File: src/rtl/arb_pkg.sv
// Shared types and default sizing for the register write arbiter family.
package arb_pkg;

    typedef enum logic [1:0] {
        IDLE,
        GRANT,
        COMMIT,
        COOL
    } arb_state_t;

    localparam int ARB_NUM_REQ_DEF = 4;
    localparam int ARB_DATA_W_DEF  = 4;
    localparam int ARB_HOLD_DEF    = 2;

endpackage

File: src/rtl/rr_priority_pick.sv
// Combinational round-robin pick: first set request at or above ptr, wrapping to 0.
module rr_priority_pick #(
    parameter int NUM_REQ = 4,
    parameter int IDX_W   = $clog2(NUM_REQ)
) (
    input  logic [NUM_REQ-1:0] req,
    input  logic [IDX_W-1:0]   ptr,
    output logic [NUM_REQ-1:0] gnt,
    output logic [IDX_W-1:0]   idx,
    output logic               valid
);

    logic [IDX_W-1:0] cand;

    // NOTE: every signal written here gets a default first, so no path leaves one unassigned and no latch is inferred.
    always_comb begin
        gnt   = '0;
        idx   = '0;
        valid = 1'b0;
        cand  = '0;
        for (int k = 0; k < NUM_REQ; k++) begin
            cand = IDX_W'((int'(ptr) + k) % NUM_REQ);
            if (!valid && req[cand]) begin
                valid     = 1'b1;
                idx       = cand;
                gnt[cand] = 1'b1;
            end
        end
    end

endmodule

File: src/rtl/module_reg_arbiter.sv
// Round-robin single-writer arbiter for a shared register: grant, commit+ack, then cooldown.
module module_reg_arbiter
    import arb_pkg::*;
#(
    parameter int NUM_REQ     = ARB_NUM_REQ_DEF,
    parameter int DATA_W      = ARB_DATA_W_DEF,
    parameter int HOLD_CYCLES = ARB_HOLD_DEF
) (
    input  logic                        in_arb_clk,
    input  logic                        in_arb_rst,
    input  logic                        in_arb_en,
    input  logic [NUM_REQ-1:0]          in_arb_req,
    input  logic [NUM_REQ*DATA_W-1:0]   in_arb_data,
    output logic [NUM_REQ-1:0]          out_arb_gnt,
    output logic [NUM_REQ-1:0]          out_arb_ack,
    output logic [$clog2(NUM_REQ)-1:0]  out_arb_owner,
    output logic [DATA_W-1:0]           out_arb_reg,
    output logic                        out_arb_busy
);

    localparam int IDX_W     = $clog2(NUM_REQ);
    localparam int CNT_W     = (HOLD_CYCLES > 1) ? $clog2(HOLD_CYCLES) : 1;
    localparam int HOLD_LOAD = (HOLD_CYCLES > 0) ? HOLD_CYCLES - 1 : 0;

    arb_state_t          state_q, state_d;
    logic [IDX_W-1:0]    ptr_q, ptr_d;
    logic [IDX_W-1:0]    owner_q, owner_d;
    logic [NUM_REQ-1:0]  gnt_q, gnt_d;
    logic [NUM_REQ-1:0]  ack_q, ack_d;
    logic [DATA_W-1:0]   sh_reg_q, sh_reg_d;
    logic [CNT_W-1:0]    cnt_q, cnt_d;

    logic [NUM_REQ-1:0]  pick_gnt;
    logic [IDX_W-1:0]    pick_idx;
    logic                pick_valid;
    logic [DATA_W-1:0]   owner_data;
    logic [NUM_REQ-1:0]  owner_onehot;

    rr_priority_pick #(
        .NUM_REQ (NUM_REQ),
        .IDX_W   (IDX_W)
    ) u_pick (
        .req   (in_arb_req),
        .ptr   (ptr_q),
        .gnt   (pick_gnt),
        .idx   (pick_idx),
        .valid (pick_valid)
    );

    assign owner_data   = in_arb_data[int'(owner_q)*DATA_W +: DATA_W];
    assign owner_onehot = NUM_REQ'(1) << owner_q;

    always_comb begin
        state_d  = state_q;
        ptr_d    = ptr_q;
        owner_d  = owner_q;
        gnt_d    = gnt_q;
        ack_d    = ack_q;
        sh_reg_d = sh_reg_q;
        cnt_d    = cnt_q;
        case (state_q)
            IDLE: begin
                if (in_arb_en && pick_valid) begin
                    owner_d = pick_idx;
                    gnt_d   = pick_gnt;
                    state_d = GRANT;
                end
            end
            GRANT: begin
                gnt_d = '0;
                // A withdrawn request abandons the grant without touching the pointer.
                if (in_arb_req[owner_q]) begin
                    sh_reg_d = owner_data;
                    ack_d    = owner_onehot;
                    ptr_d    = (owner_q == IDX_W'(NUM_REQ - 1)) ? '0 : owner_q + 1'b1;
                    state_d  = COMMIT;
                end else begin
                    state_d = IDLE;
                end
            end
            COMMIT: begin
                ack_d = '0;
                if (HOLD_CYCLES > 0) begin
                    cnt_d   = CNT_W'(HOLD_LOAD);
                    state_d = COOL;
                end else begin
                    state_d = IDLE;
                end
            end
            COOL: begin
                if (cnt_q == '0) begin
                    state_d = IDLE;
                end else begin
                    cnt_d = cnt_q - 1'b1;
                end
            end
            default: state_d = IDLE;
        endcase
    end

    // NOTE: state is updated with non-blocking assignments so every flop samples pre-edge values.
    always_ff @(posedge in_arb_clk or negedge in_arb_rst) begin
        if (!in_arb_rst) begin
            state_q  <= IDLE;
            ptr_q    <= '0;
            owner_q  <= '0;
            gnt_q    <= '0;
            ack_q    <= '0;
            // NOTE: the shared register is a plain flop, so it is reset like the control state.
            sh_reg_q <= '0;
            cnt_q    <= '0;
        end else begin
            state_q  <= state_d;
            ptr_q    <= ptr_d;
            owner_q  <= owner_d;
            gnt_q    <= gnt_d;
            ack_q    <= ack_d;
            sh_reg_q <= sh_reg_d;
            cnt_q    <= cnt_d;
        end
    end

    assign out_arb_gnt   = gnt_q;
    assign out_arb_ack   = ack_q;
    assign out_arb_owner = owner_q;
    assign out_arb_reg   = sh_reg_q;
    assign out_arb_busy  = (state_q != IDLE);

endmodule
File: config.mk
export PLATFORM = sky130hd
export DESIGN_NAME = module_reg_arbiter
export DESIGN_NICKNAME = d
export VERILOG_FILES = /design/src/rtl/arb_pkg.sv /design/src/rtl/rr_priority_pick.sv /design/src/rtl/module_reg_arbiter.sv
export SDC_FILE = /design/constraint.sdc
export NUM_CORES = 1
export LEC_CHECK = 0
export BUFFER_PORTS_ARGS = -buffer_cell sky130_fd_sc_hd__buf_2
export CORE_UTILIZATION = 30
export CTS_CLUSTER_SIZE = 40
export DETAILED_ROUTE_END_ITERATION = 8
export SYNTH_ARGS = -nofsm -noshare
export SYNTH_HDL_FRONTEND = slang
export SYNTH_SLANG_ARGS = --single-unit
File: constraint.sdc
create_clock -name in_arb_clk -period 5 [get_ports in_arb_clk]
set_input_delay 0.5 -clock in_arb_clk [delete_from_list [all_inputs] [get_ports in_arb_clk]]
set_output_delay 0.5 -clock in_arb_clk [all_outputs]
set_load 0.02 [all_outputs]
==> flow_summary.ini <==
[outcome]
status = finished clean

[setup_path]
slowest_delay_ns = 0.74
worst_ep_arrival_time_ns = 3.30
start_kind = register
worst-path-max-fanout = 16
endpoint = out_arb_owner[1]
critical_path.startpoint = ptr_q[0]
r2r_slack_ns = 1.87
cp.required_ns = 5.18
cpMaxStageDelayCell = dfrtp_1
reg2reg_depth = 6
cp_top_family = compound AO/OA/AOI/OAI gates
endpoint_kind = register
cp_num_buf_inv = 1
critical_path_class = reg -> reg
cp_cell_sequence = inv_1 > ha_1 > mux4_2 > o41a_1 > nor2b_1 > a211oi_2
worst-path-stages = 6
r2r_end = out_arb_owner[1]
worstReg2RegStart = ptr_q[0]

[cells_and_area]
nNetsFinal = 207
mostFrequentLayoutCell = buf_2
fin_cells = 224
fin_area_um2 = 1690
drive_above_1_share = 0.331
antenna_cells = 0
areaGrowthSynthToFinish_pct = 17.9
mostFrequentLayoutCells = buf_2 (37), dfrtp_1 (19), nand2_1 (13), a21oi_1 (13), inv_1 (12)
postLayoutCoreUtil = 0.377

[timing]
layout_min_cycle_time_ns = 3.13
setup_total_negative_slack_ns = 0
finalCritPeriodShare = 0.625
holdWs_ns = 0.173
final_max_slew_viol_count = 0
worst_slew_pin_slew_ns = 0.614
fin_skew_ns = 0.00376
setup_viol = 0
relSlewSlack = 0.591
rsz0062_at_grt = false
fmax_mhz = 320
hold_viol = 0
worst_slack_ns = 1.87

[drt]
routedWlPerCell_um = 13.5
routed_wirelength_um = 3020
antenna_left = 0
drtIter0Drc = 36
drc = 0
first_pass_iters = 6
avgViaCountPerCell = 5.21
vias = 1167

[logic_synthesis]
yosys_warnings = 0
ys_types = 32
syn_avg_cell_area_um2 = 10.3
ys_seq_elements = 19
syn-num-nets = 173
syn_inst = 139
synth.cell_area_um2 = 1430
yosys.area.top_type_share = 0.332
synth.area.top_cells = dfrtp_1 (33%), mux4_2 (13%), ha_1 (9.6%), mux2_2 (4.7%), a21oi_1 (4.5%)
synth_area_leader_cell = dfrtp_1
ys_seq_area_frac = 0.332

[clock_network]
cts_tree = done
post_cts_buffers = 0
cts-root-buf = clkbuf_8
cts_sinks = 19
hold_buffers = 0
clk_latency_ns = 0.26
cts_max_level = 1
clk_transition_reported_paths_ns = 0.07
cts_resized = 0
numCtsBuffers = 3
clock_tree.buffer_depth = 2

[placement]
dp_slack_ns = 1.86
dp_hpwl_um = 2270
place_area_um2 = 1640
routabilityCongestion = 0.814
numPortBuffers = 37
placed_cells = 220

[floorplanning]
die-area_um2 = 5050
die_y_um = 71.1
die_x_um = 71.1
io_pins = 38
fp-row-count = 24
core-area_um2 = 4470
start_util = 0.320

[power]
power_frac_clock = 0.103
power_density_nw_per_um2 = 621
combPwrFrac = 0.588
seq_power_share = 0.309
ir_drop_mv = 0.216
intPower_mw = 0.560
swShare = 0.466
p_sw_mw = 0.488
p_leak_nw = 0.786
p_total_mw = 1.05

[global_route]
overflow = 0
grt_max_degree = 20
grt_pass1_vias = 1111
grt_antenna_before_repair = 0
grt_pass1_wl_um = 5260
track_usage = 0.132

[run]
maxCapViolCount = 0

[min_path]
hold_class = in -> async
-- cell families after synthesis --
logic type,count (synthesis),share of synthesized area
buf+inv,20,0.0594
mux,19,0.219
simple gates,34,0.131
compound gates,36,0.162
flops,19,0.332
fa+ha+maj,11,0.0962
-- layer usage --
layer,vias up,part of all wire,track usage
met5,-,0,0
met2,22,0.44,0.197
met3,5,0.027,0.0142
met4,0,0.022,0.0667
met1,560,0.51,0.191
li1,580,-,-
-- final cells by class --
cell class	instances	area [um2]
clock inverter	1	5.00
tap	52	65.1
multi-input combinational	100	871
sequential	19	475
timing repair buffer	37	185
inverter	12	45.0
fill	452	2790
clock buffer	3	41.3
-- worst min path at each step --
stage | startpoint | endpoint | slack, ns | cells after the start
global placement | in_arb_rst | out_arb_ack[3] | 0.47 | 1
floorplan | in_arb_rst | async pin | 0.20 | 0
CTS | in_arb_rst | out_arb_ack[3] | 0.18 | 1
global route | in_arb_rst | ptr_q[1] | 0.20 | 1
detailed placement | in_arb_rst | out_arb_ack[3] | 0.47 | 1
finish | in_arb_rst | ptr_q[1] | 0.17 | 1
-- synthesized netlist by cell type --
library cell  count
nand2b_1          1
o31ai_1           1
buf_2             2
buf_6             1
dfrtp_1          19
or4_1             1
a22oi_1           1
o21ai_0           7
nand3_1           1
and3_1            5
mux2_2            6
clkbuf_1          5
mux4_1            1
nor3b_1           2
nor2b_1           2
o41ai_1           1
o32ai_1           1
a31oi_1           5
a22o_1            4
ha_1             11
a21oi_1          13
nor3_1            1
a211oi_2          1
nand3b_1          4
mux2i_1           4
nand2_1          13
nor2_1            3
nor4b_2           1
o41a_1            1
mux4_2            8
a211o_1           1
inv_1            12
-- power groups by stage --
stage	Combinational, mW	Sequential [mW]	Clock, mW
2_1_floorplan	0.460	0.338	0
4_1_cts	0.621	0.327	0.111
5_1_grt	0.693	0.344	0.120
6_report	0.616	0.324	0.108
3_5_place_dp	0.620	0.330	0
3_3_place_gp	0.615	0.327	0
-- worst register-to-register path, cell delays in order, from the launching register on --
cell and delay [ns]:
dfrtp_1 0.74, inv_1 0.22, ha_1 0.40, mux4_2 0.66, o41a_1 0.59, nor2b_1 0.21
a211oi_2 0.22
No activity file was read; power rests on OpenSTA's default activity.
